### config.mk
export PLATFORM = sky130hd
export DESIGN_NAME = calc_sequencer
export DESIGN_NICKNAME = d
export VERILOG_FILES = /design/src/rtl/calc_sequencer.sv
export SDC_FILE = /design/constraint.sdc
export NUM_CORES = 1
export LEC_CHECK = 0
export CAP_MARGIN = 20
export CORE_AREA = 4 4 145 147
export CTS_CLUSTER_DIAMETER = 80
export CTS_CLUSTER_SIZE = 8
export DETAILED_ROUTE_END_ITERATION = 10
export DIE_AREA = 0 0 149 151
export DONT_BUFFER_PORTS = 1
export MAX_ROUTING_LAYER = met4
export PLACE_DENSITY_LB_ADDON = 0.05
export SYNTH_ARGS = -nofsm -noshare
export SYNTH_HDL_FRONTEND = slang
export SYNTH_SLANG_ARGS = --single-unit
export TNS_END_PERCENT = 30
### constraint.sdc
create_clock -name clk -period 4.8 [get_ports clk]
set_input_delay 0.72 -clock clk [delete_from_list [all_inputs] [get_ports clk]]
set_output_delay 0.72 -clock clk [all_outputs]
set_load 0.01 [all_outputs]
### src/rtl/calc_sequencer.sv
// Two-operand calculator sequencer: operand entry, latch, add/sub/mul/div compute, result hold.
// Latency: add/sub DONE three cycles after the btn_next that leaves ENTER_B; mul/div take 2+ITER cycles.
// Backpressure: none; btn_next is ignored while busy, and btn_clear aborts from any state.
module calc_sequencer #(
    parameter int MAX_VALUE = 9999,
    parameter int ITER      = 14
) (
    input  logic        clk,
    input  logic        rst_n,
    input  logic        btn_next,
    input  logic        btn_clear,
    input  logic [1:0]  op_sel,
    input  logic [13:0] number_1,
    input  logic [13:0] number_2,
    output logic        write_number_select,
    output logic        clear_numbers,
    output logic        busy,
    output logic [13:0] result,
    output logic        result_valid,
    output logic        error
);

    localparam int          CNT_W = $clog2(ITER + 1);
    localparam logic [27:0] MAX_W = 28'(MAX_VALUE);
    localparam logic [1:0]  OP_ADD = 2'd0;
    localparam logic [1:0]  OP_SUB = 2'd1;
    localparam logic [1:0]  OP_MUL = 2'd2;

    typedef enum logic [2:0] {
        ENTER_A = 3'd0,
        ENTER_B = 3'd1,
        LATCH   = 3'd2,
        COMPUTE = 3'd3,
        DONE    = 3'd4
    } state_t;

    state_t state, state_nxt;

    // Latched operands and the error flag known at latch time (range or divide-by-zero).
    logic [13:0]      op_a, op_b;
    logic [1:0]       op_q;
    logic             err_pre;
    logic             err_q;
    logic [CNT_W-1:0] cnt;

    // Iterative datapath registers: shift-add multiplier and restoring divider.
    logic [27:0] prod, mcand;
    logic [13:0] mplier;
    logic [13:0] rem, quot;

    logic        clear_req;
    logic        compute_last;
    logic [14:0] sum;
    logic [27:0] mul_next;
    logic [14:0] rem_shift;
    logic        div_ge;
    logic [13:0] rem_next, quot_next;
    logic        fail;
    logic [13:0] value;

    // One-step combinational views of the iterative datapath and the final outcome.
    always_comb begin
        sum          = {1'b0, op_a} + {1'b0, op_b};
        mul_next     = prod + (mplier[0] ? mcand : 28'd0);
        rem_shift    = {rem, quot[13]};
        div_ge       = rem_shift >= {1'b0, op_b};
        rem_next     = div_ge ? 14'(rem_shift - {1'b0, op_b}) : rem_shift[13:0];
        quot_next    = {quot[12:0], div_ge};
        compute_last = (op_q == OP_ADD) || (op_q == OP_SUB) || (cnt == CNT_W'(ITER - 1));
        fail         = err_pre;
        value        = quot_next;
        case (op_q)
            OP_ADD: begin
                fail  = err_pre || ({13'd0, sum} > MAX_W);
                value = sum[13:0];
            end
            OP_SUB: begin
                fail  = err_pre || (op_a < op_b);
                value = op_a - op_b;
            end
            OP_MUL: begin
                fail  = err_pre || (mul_next > MAX_W);
                value = mul_next[13:0];
            end
            default: begin
                fail  = err_pre;
                value = quot_next;
            end
        endcase
    end

    // State register; clear_numbers is registered and self-suppressing so it never repeats back to back.
    always_ff @(posedge clk or negedge rst_n) begin
        if (!rst_n) begin
            state         <= ENTER_A;
            clear_numbers <= 1'b0;
        end else begin
            state         <= state_nxt;
            clear_numbers <= clear_req && !clear_numbers;
        end
    end

    // Next-state logic; btn_clear overrides everything, btn_next only matters in entry and DONE states.
    always_comb begin
        state_nxt = state;
        if (btn_clear) begin
            state_nxt = ENTER_A;
        end else begin
            case (state)
                ENTER_A: if (btn_next) state_nxt = ENTER_B;
                ENTER_B: if (btn_next) state_nxt = LATCH;
                LATCH:   state_nxt = COMPUTE;
                COMPUTE: if (compute_last) state_nxt = DONE;
                DONE:    if (btn_next) state_nxt = ENTER_A;
                default: state_nxt = ENTER_A;
            endcase
        end
    end

    // Output decode from the current state and the latched error flag.
    always_comb begin
        write_number_select = (state != ENTER_A);
        busy                = (state == LATCH) || (state == COMPUTE);
        result_valid        = (state == DONE) && !err_q;
        error               = (state == DONE) && err_q;
        clear_req           = btn_clear || ((state == DONE) && btn_next);
    end

    // Operand capture, iteration stepping and result/error update at the end of COMPUTE.
    always_ff @(posedge clk or negedge rst_n) begin
        if (!rst_n) begin
            op_a    <= '0;
            op_b    <= '0;
            op_q    <= '0;
            err_pre <= 1'b0;
            err_q   <= 1'b0;
            cnt     <= '0;
            prod    <= '0;
            mcand   <= '0;
            mplier  <= '0;
            rem     <= '0;
            quot    <= '0;
            result  <= '0;
        end else if (btn_clear) begin
            err_q   <= 1'b0;
            err_pre <= 1'b0;
            cnt     <= '0;
            result  <= '0;
        end else begin
            case (state)
                LATCH: begin
                    op_a    <= number_1;
                    op_b    <= number_2;
                    op_q    <= op_sel;
                    err_pre <= ({14'd0, number_1} > MAX_W) || ({14'd0, number_2} > MAX_W) ||
                               ((op_sel == 2'd3) && (number_2 == 14'd0));
                    cnt     <= '0;
                    prod    <= '0;
                    mcand   <= {14'd0, number_1};
                    mplier  <= number_2;
                    rem     <= '0;
                    quot    <= number_1;
                end
                COMPUTE: begin
                    cnt    <= cnt + CNT_W'(1);
                    prod   <= mul_next;
                    mcand  <= {mcand[26:0], 1'b0};
                    mplier <= {1'b0, mplier[13:1]};
                    rem    <= rem_next;
                    quot   <= quot_next;
                    if (compute_last) begin
                        err_q  <= fail;
                        result <= fail ? 14'd0 : value;
                    end
                end
                default: ;
            endcase
        end
    end

endmodule

==> results of run 1 <==
power breakdown:
group	internal, uW	leakage (uW)	switching [uW]
clock	792	0.000286	570
combinational	1590	0.00293	2240
sequential	1640	0.00200	309
total	4020	0.00521	3120
metal layers:
layer | vias up | GRT usage [%] | share of wire, %
met5 | - | - | 0
met4 | 0 | 9.52 | 2.9
met3 | 46 | 4.91 | 5.7
li1 | 4352 | - | -
met1 | 4253 | 36.4 | 45
met2 | 216 | 41.1 | 46
what timing repair did:
action | CTS | global route
hold buffers | 1 | 0
buffers inserted | 0 | 0
hold endpoints to repair | 152 | 0
endpoints found under the setup margin | 0 | 0
gates resized for setup | 0 | 0
worst min path at each step:
stage,startpoint,to,cells past startpoint
finish,rst_n,prod[5],1
global route,btn_clear,cnt[2],1
CTS,rst_n,mcand[6],1
detailed placement,rst_n,mcand[7],0
global placement,rst_n,mcand[7],0
floorplan,rst_n,clear_numbers,0
state kept, by name, summed over array words and instances (netlist names):
signal	flops
clear_numbers	1
cnt	4
err_pre	1
err_q	1
mcand	28
mplier	14
op_a	14
op_b	14
op_q	2
prod	28
quot	14
rem	14
result	14
state	3
synthesized netlist by cell type, types with 8 or more instances:
| cell type | number | area (um^2) |
|---|---|---|
| a211oi_1 | 16 | 120 |
| nand4_1 | 9 | 56.3 |
| a22o_1 | 25 | 219 |
| inv_1 | 57 | 214 |
| a21o_1 | 15 | 113 |
| nand2b_1 | 19 | 119 |
| o21ai_0 | 112 | 561 |
| nor2_1 | 70 | 263 |
| mux2i_1 | 28 | 280 |
| clkbuf_1 | 50 | 188 |
| and2_1 | 30 | 188 |
| o31ai_1 | 12 | 90.1 |
| or3_1 | 10 | 62.6 |
| xnor2_1 | 29 | 254 |
| buf_2 | 12 | 60.1 |
| xor2_1 | 15 | 131 |
| a21boi_0 | 10 | 75.1 |
| dfrtp_1 | 152 | 3800 |
| a21oi_1 | 93 | 465 |
| and3_1 | 9 | 56.3 |
| nor2b_1 | 25 | 156 |
| nor3_1 | 17 | 85.1 |
| nand3_1 | 35 | 175 |
| nand2_1 | 176 | 661 |
| o211ai_1 | 8 | 60.1 |
| ha_1 | 75 | 938 |
| mux2_2 | 15 | 169 |
worst max-delay path: cells and delay by family (launching register included):
| kind | cells | cell delay, ns |
|---|---|---|
| buffers and inverters | 1 | 0.24 |
| adders and majority gates | 1 | 0.37 |
| xor gates and xnor gates | 1 | 0.27 |
| DFF | 1 | 0.44 |
| AOI/OAI and AO/OA | 5 | 1.30 |
| and+or+nand+nor | 5 | 1.23 |
per-stage QoR:
step	worst slack, ns	cells
2_1_floorplan	1.19	1246
3_3_place_gp	0.975	1453
3_5_place_dp	0.904	1454
4_1_cts	0.885	1486
5_1_grt	0.580	1487
6_report	0.878	1487
cell families (layout without fill, tap and decap cells):
logic type / after synthesis / after routing / synth area share [%]
flip-flops: 152 / 152 / 35.8
AO/OA/AOI/OAI: 375 / 375 / 23.1
buffers and inverters: 129 / 99 / 4.80
multiplexers: 43 / 43 / 4.23
other: 0 / 1 / 0
adder cells (fa/ha/maj): 79 / 79 / 9.58
AND/OR/NAND/NOR: 424 / 424 / 18.9
XOR/XNOR: 44 / 44 / 3.63
layout by cell type, fill, tap and decap left out, drive strengths merged, types with 7 or more instances in the layout:
cell    count
or3        10
and2       30
and3        9
a211oi     17
o21a        7
a21o       15
nand2b     19
xor2       15
ha         75
nor3       17
nand3      37
nand2     176
a21boi     10
nand4       9
xnor2      29
nor2       70
o211ai      9
a21oi      96
dfrtp     152
inv        59
mux2       15
o21ai     116
buf        10
clkbuf     20
a22o       25
clkinv      7
mux2i      28
o31ai      13
nor2b      25
cell type report:
cell class / instances / area share, %
Timing Repair Buffer: 10 / 0.837
Multi-Input combinational cell: 965 / 55.7
Clock inverter: 11 / 1.08
Sequential cell: 152 / 33.5
Clock buffer: 20 / 4.02
Antenna cell: 1 / 0.0220
Tap cell: 270 / 2.97
Inverter: 58 / 1.92
==> impl_metrics.json, run 1 <==
{
  "final_area_mm2": 0.0114,
  "outcome": "finished, final reports clean",
  "ant_nets": 0,
  "ir_worst_vdd_v": 0.000354,
  "grt_max_degree": 153,
  "synth_ff_type": "dfrtp_1",
  "grt_usage_pct": 26.9,
  "p_leak_uw": 0.00521,
  "hold_slack_ns": 0.233,
  "cts_tree": "done",
  "fmax_ghz": 0.255,
  "ys_ff_latch": 152,
  "final_util_pct": 57.1,
  "tns_ns": 0,
  "syn_inst": 1246,
  "grt_pass1_vias": 8559,
  "period_minus_slack_ns": 3.92,
  "synth_cell_types": 81,
  "cts.sinks": 152,
  "via_count": 8867,
  "p_total_uw": 7140,
  "critPathLaunchType": "flip-flop",
  "crit_end": "result[13]",
  "ctsRootBufferMaster": "clkbuf_16",
  "die_h_um": 151,
  "crit_arrival_ns": 4.28,
  "worstMarginPinSlew_ns": 1.00,
  "initial_core_util_pct": 53.4,
  "crit_slowest_cell": "nor4b_1",
  "numCtsBuffers": 17,
  "relSlewSlack_pct": 33.0,
  "grt_setup_unrepaired": "false",
  "core_mm2": 0.0199,
  "grt_pass1_wl_mm": 46.3,
  "placed_cell_area_mm2": 0.0108,
  "die_area_mm2": 0.0225,
  "rows": 52,
  "rr_endpoint": "result[13]",
  "required_ns": 5.16,
  "io_buffer_count": 0,
  "drt_iter0_drc": 533,
  "period_share_pct": 81.7,
  "drc": 0,
  "slew_violations": 0,
  "nFillCells": 1942,
  "synth-async-reset-ratio_pct": 100,
  "syn_nets": 1359,
  "antenna_found_initial": 1,
  "yosysSeqAreaShare_pct": 35.8,
  "slowest_delay_ns": 0.45,
  "htreeDepth": 4,
  "place_congestion": 0.933,
  "synth_area_per_cell_um2": 8.53,
  "final-hold-violation-count": 0,
  "r2r_slack_ns": 0.88,
  "multi_input_area_mm2": 0.00633,
  "dpl.hpwl_mm": 21.2,
  "regArea_mm2": 0.00380,
  "synth_edf_count": 0,
  "worst-setup-path-type": "reg2reg",
  "drive_gt1_share_pct": 6.74,
  "drt_wl_total_mm": 28.5,
  "setup_viol": 0,
  "final_nets": 1317,
  "cp-end-kind": "flip-flop",
  "reg2reg_from": "mplier[0]",
  "ys.warnings.count": 0,
  "hold_class": "in2async",
  "routedWlPerCell_um": 19.2,
  "avgViaCountPerCell": 5.96,
  "clkTransAtPathRegs_ns": 0.07,
  "overflow": 0,
  "clk_latency_ns": 0.43,
  "area_growth_syn_to_layout_pct": 6.95,
  "clock_path_buffers": 2,
  "skew_ns": 0.0124,
  "power_density_mw_per_mm2": 628,
  "reg2reg_depth": 13,
  "synth_area_mm2": 0.0106,
  "maxCapViolCount": 0,
  "ios": 53,
  "drtPass1Iterations": 5,
  "worstPathCellList": "buf_4 > and2_1 > ha_1 > a21oi_1 > nand2_1 > o211ai_1 > nand3_1 > xnor2_1 > o2111ai_1 > nor4b_1 > nand4_1 > o211ai_2 > a32o_1",
  "die_w_um": 149,
  "crit_fanout": 22,
  "crit_start": "mplier[0]"
}
No activity file was read; power rests on OpenSTA's default activity.
==> inputs of run 2 (changes only) <==
==> constraint.sdc (replaced) <==
create_clock -name clk -period 3.65 [get_ports clk]
set_input_delay 0.5475 -clock clk [delete_from_list [all_inputs] [get_ports clk]]
set_output_delay 0.5475 -clock clk [all_outputs]
set_load 0.01 [all_outputs]
==> run 2 against run 1 <==
Effect of this change: the flow now finishes with violations (hold timing); hold slack worse by 0.42 ns; sequential cell count is the same; critical endpoint unchanged; clock skew increased by 0.0026 ns; critical path type unchanged; clock power up 47%; sequential share of layout area is 1.8 points lower; wire length rose by 3.9%; first-iteration DRC count is 27% higher.
==> impl_metrics.json, run 2 (synthesized netlist as in run 1, its figures left out) <==
{
  "rows": 52,
  "via_count": 9117,
  "overflow": 0,
  "cts.sinks": 152,
  "relSlewSlack_pct": 39.3,
  "grt_pass1_wl_mm": 47.4,
  "htreeDepth": 4,
  "reg2reg_from": "op_a[0]",
  "ant_nets": 0,
  "skew_ns": 0.0150,
  "nFillCells": 1774,
  "drive_gt1_share_pct": 13.3,
  "numCtsBuffers": 17,
  "die_area_mm2": 0.0225,
  "ctsRootBufferMaster": "clkbuf_16",
  "ir_worst_vdd_v": 0.000521,
  "grt_max_degree": 153,
  "grt_usage_pct": 27.5,
  "io_buffer_count": 0,
  "worst-setup-path-type": "reg2reg",
  "clock_path_buffers": 2,
  "dpl.cell_count": 1491,
  "crit_start": "op_a[0]",
  "tns_ns": 0,
  "final_nets": 1366,
  "rr_endpoint": "result[13]",
  "clkTransAtPathRegs_ns": 0.07,
  "ios": 53,
  "diodes": 0,
  "hold_slack_ns": -0.187,
  "drtPass1Iterations": 5,
  "r2r_slack_ns": 0.12,
  "required_ns": 3.96,
  "die_w_um": 149,
  "cts_tree": "done",
  "worstMarginPinSlew_ns": 0.911,
  "power_density_mw_per_mm2": 820,
  "hold_class": "in2async",
  "clk_latency_ns": 0.43,
  "final_common_cell": "nand2_1",
  "crit_arrival_ns": 3.85,
  "avgViaCountPerCell": 5.94,
  "area_growth_syn_to_layout_pct": 13.1,
  "maxCapViolCount": 0,
  "place_congestion": 0.963,
  "setup_viol": 0,
  "top_regs": "mcand: 28 flops, prod: 28 flops",
  "final_util_pct": 60.4,
  "slew_violations": 0,
  "cp-end-kind": "flip-flop",
  "period_share_pct": 96.8,
  "violations": "hold timing",
  "critPathLaunchType": "flip-flop",
  "reg2reg_depth": 12,
  "drt_wl_total_mm": 29.7,
  "die_h_um": 151,
  "layout_common_cells": "nand2_1 (175), dfrtp_1 (150), o21ai_0 (112), a21oi_1 (86), nor2_1 (68)",
  "dpl.hpwl_mm": 21.3,
  "core_mm2": 0.0199,
  "fmax_ghz": 0.283,
  "antenna_found_initial": 0,
  "fin_cells": 1536,
  "crit_fanout": 7,
  "routedWlPerCell_um": 19.3,
  "period_minus_slack_ns": 3.53,
  "final-hold-violation-count": 152,
  "outcome": "finished with violations",
  "grt_pass1_vias": 8724,
  "drt_iter0_drc": 675,
  "initial_core_util_pct": 53.4,
  "p_leak_uw": 0.00550,
  "final_area_mm2": 0.0120,
  "drc": 0,
  "placed_cell_area_mm2": 0.0110
}
run 2: how the worst max path moves through the flow:
stage | end | slack, ns | cells past startpoint
after floorplan | result[0] | 0.04 | 17
after global placement | result[2] | -0.003 | 14
after detailed placement | result[13] | -0.07 | 14
after CTS | result[13] | 0.02 | 14
after global routing | result[11] | -0.02 | 16
final | result[13] | 0.12 | 12
run 2: final cells by class:
class                   instances  area [um^2]  area share [%]
flip-flops and latches        152         3810            31.7
clock buffers                  18          429            3.57
repair buffers                 58          439            3.65
well taps                     270          338            2.81
inverters                      58          218            1.81
clock inverters                14          223            1.85
multi-input cells             966         6560            54.6
run 2: critical path, stage by stage (launching register included):
cell	delay (ns)
dfrtp_1	0.39
ha_1	0.24
fa_2	0.36
or2b_2	0.19
a221oi_2	0.06
or4_4	0.46
a21oi_4	0.16
xnor2_1	0.10
or4_4	0.43
a311o_1	0.43
nand3_4	0.14
o211ai_4	0.15
a32o_1	0.29
run 2: timing repair:
| item | in CTS | in global routing |
|---|---|---|
| resized for setup | 3 | 43 |
| pin swaps | 2 | 21 |
| hold endpoints to repair | 152 | 152 |
| buffers inserted | 1 | 11 |
| cloned | 1 | 0 |
| setup endpoints to repair | 14 | 15 |
run 2: routing by layer:
layer  wire (um)  vias to the layer above  GRT usage (%)  share of wire [%]
li1            -                     4461              -                  -
met1       13500                     4349           36.8                 46
met2       13600                      253           42.0                 46
met3        1590                       54           5.45                5.4
met4         898                        0           9.47                3.0
met5           0                        -              -                  0
run 2: stage by stage:
step | total power (uW) | setup WS (ns)
2_1_floorplan | 6320 | 0.0408
3_3_place_gp | 7590 | -0.00312
3_5_place_dp | 7640 | -0.0653
4_1_cts | 9710 | 0.0199
5_1_grt | 10600 | -0.0198
6_report | 9860 | 0.117
run 2: power breakdown:
| part | leakage [uW] | switching, uW | internal [uW] |
|---|---|---|---|
| clock | 0.000322 | 779 | 1220 |
| combinational | 0.00318 | 3040 | 2280 |
| sequential | 0.00200 | 377 | 2150 |
==> inputs of run 3 (changes only) <==
--- a/config.mk
+++ b/config.mk
@@ -6,11 +6,11 @@
 export NUM_CORES = 1
 export LEC_CHECK = 0
 export CAP_MARGIN = 20
-export CORE_AREA = 4 4 145 147
+export CORE_AREA = 4 4 138 153
 export CTS_CLUSTER_DIAMETER = 80
 export CTS_CLUSTER_SIZE = 8
 export DETAILED_ROUTE_END_ITERATION = 10
-export DIE_AREA = 0 0 149 151
+export DIE_AREA = 0 0 142 157
 export DONT_BUFFER_PORTS = 1
 export MAX_ROUTING_LAYER = met4
 export PLACE_DENSITY_LB_ADDON = 0.05
==> run 3 against run 2 <==
Effect of this change: the run still ends with hold timing left; first-iteration DRC count increased by 2.5%; clock power decreased by 16%; clock-buffer cell count decreased by 1; wire length decreased by 1.1%; die area decreased by 0.91%; combinational power increased by 1%; core utilization decreased by 0.21 points; critical endpoint unchanged; sequential cell count unchanged.
==> impl_metrics.json, run 3 (synthesized netlist as in run 1, its figures left out) <==
{
  "outcome": "finished with violations",
  "violations": "hold timing",
  "initial_core_util_pct": 54.1,
  "cts.sinks": 152,
  "numCtsBuffers": 17,
  "drive_gt1_share_pct": 12.2,
  "required_ns": 3.97,
  "grt_pass1_vias": 8737,
  "area_growth_syn_to_layout_pct": 11.3,
  "diodes": 0,
  "io_buffer_count": 0,
  "die_h_um": 157,
  "final_util_pct": 60.1,
  "clk_latency_ns": 0.43,
  "crit_arrival_ns": 3.85,
  "ir_worst_vdd_v": 0.000619,
  "via_count": 9097,
  "relSlewSlack_pct": 43.1,
  "cts_tree": "done",
  "final_nets": 1357,
  "die_area_mm2": 0.0223,
  "overflow": 0,
  "clkTransAtPathRegs_ns": 0.07,
  "r2r_slack_ns": 0.12,
  "p_total_uw": 9600,
  "ios": 53,
  "drc": 0,
  "worstMarginPinSlew_ns": 0.852,
  "cp-end-kind": "flip-flop",
  "place_congestion": 0.900,
  "die_w_um": 142,
  "period_minus_slack_ns": 3.53,
  "critPathLaunchType": "flip-flop",
  "setup_viol": 0,
  "regArea_mm2": 0.00381,
  "fmax_ghz": 0.283,
  "layout_common_cells": "nand2_1 (175), dfrtp_1 (150), o21ai_0 (111), a21oi_1 (85), ha_1 (71)",
  "antenna_found_initial": 0,
  "drt_iter0_drc": 692,
  "top_regs": "mcand: 28 flops, prod: 28 flops",
  "final-hold-violation-count": 152,
  "rows": 54,
  "ant_nets": 0,
  "power_density_mw_per_mm2": 811,
  "htreeDepth": 4,
  "worst-setup-path-type": "reg2reg",
  "routedWlPerCell_um": 19.4,
  "ctsRootBufferMaster": "clkbuf_16",
  "drt_wl_total_mm": 29.3,
  "p_leak_uw": 0.00542,
  "dpl.hpwl_mm": 21.3,
  "core_mm2": 0.0197,
  "grt_pass1_wl_mm": 47.0,
  "grt_max_degree": 153,
  "final_common_cell": "nand2_1",
  "maxCapViolCount": 0,
  "skew_ns": 0.0112,
  "period_share_pct": 96.8,
  "slew_violations": 0,
  "clock_path_buffers": 2,
  "hold_slack_ns": -0.198,
  "crit_fanout": 7,
  "multi_input_area_mm2": 0.00654,
  "hold_class": "in2async",
  "drtPass1Iterations": 5,
  "avgViaCountPerCell": 6.03,
  "grt_usage_pct": 27.6,
  "tns_ns": 0,
  "nFillCells": 1755
}
-- run 3: changes by cell type in the layout (fill, tap and decap cells not counted), sizes merged --
cell      before  now
buf           58   49
bufinv         5    0
inv           59   62
clkinv         8   10
clkbuf        18   17
clkinvlp       0    1
-- run 3: timing repair --
item                       CTS  global route
setup endpoints to repair   14            14
setup buffers                1             6
gates cloned                 1             0
gates resized for setup      4            39
pin swaps                    2            21
hold endpoints to repair   152           152
-- run 3: report_power, final --
part | total, uW | switching, uW | internal [uW]
logic | 5380 | 3090 | 2280
clock network | 1680 | 796 | 885
registers | 2540 | 387 | 2150
total | 9600 | 4280 | 5320
-- run 3: critical path, cell delays in order (launching register included) --
cell and delay [ns]:
dfrtp_1 0.42, ha_1 0.24, fa_2 0.36, or2b_2 0.18, a221oi_2 0.06, or4_4 0.45, a21oi_4 0.16, xnor2_1 0.10
or4_1 0.44, a311o_1 0.45, nand3_4 0.13, o211ai_4 0.15, a32o_1 0.29
-- run 3: layout make-up --
cell class                 count  share of cell area, %
clock buffer                  17                   3.60
clock inverter                15                   1.03
inverter                      58                   1.84
multi-input combinational    966                   55.3
sequential                   152                   32.2
tap                          252                   2.67
timing repair buffer          49                   3.35
-- run 3: path summary, 6_finish.rpt --
check / to / cells after the start / startpoint
min: prod[5] / 0 / rst_n
max in group asynchronous: op_a[7] / 0 / rst_n
max: result[13] / 12 / op_b[0]
max reg2reg: result[13] / 12 / op_b[0]
min reg2reg: mcand[27] / 2 / mcand[27]
min in group clk: state[2] / 1 / btn_clear
-- run 3: layer usage --
layer / vias to the layer above / GRT usage, % / part of all wire, %
met1: 4373 / 35.6 / 44
li1: 4444 / - / -
met3: 53 / 4.68 / 4.9
met5: - / - / 0
met2: 227 / 44.0 / 49
met4: 0 / 10.1 / 2.7
-- run 3: per-stage QoR --
stage | setup WS [ns] | cells | area, um^2
finish | 0.118 | 1509 | 11800
global route | -0.0427 | 1509 | 11800
CTS | 0.0198 | 1503 | 11600
detailed placement | -0.176 | 1469 | 11000
global placement | -0.104 | 1468 | 11000
floorplan | 0.0408 | 1246 | 10600
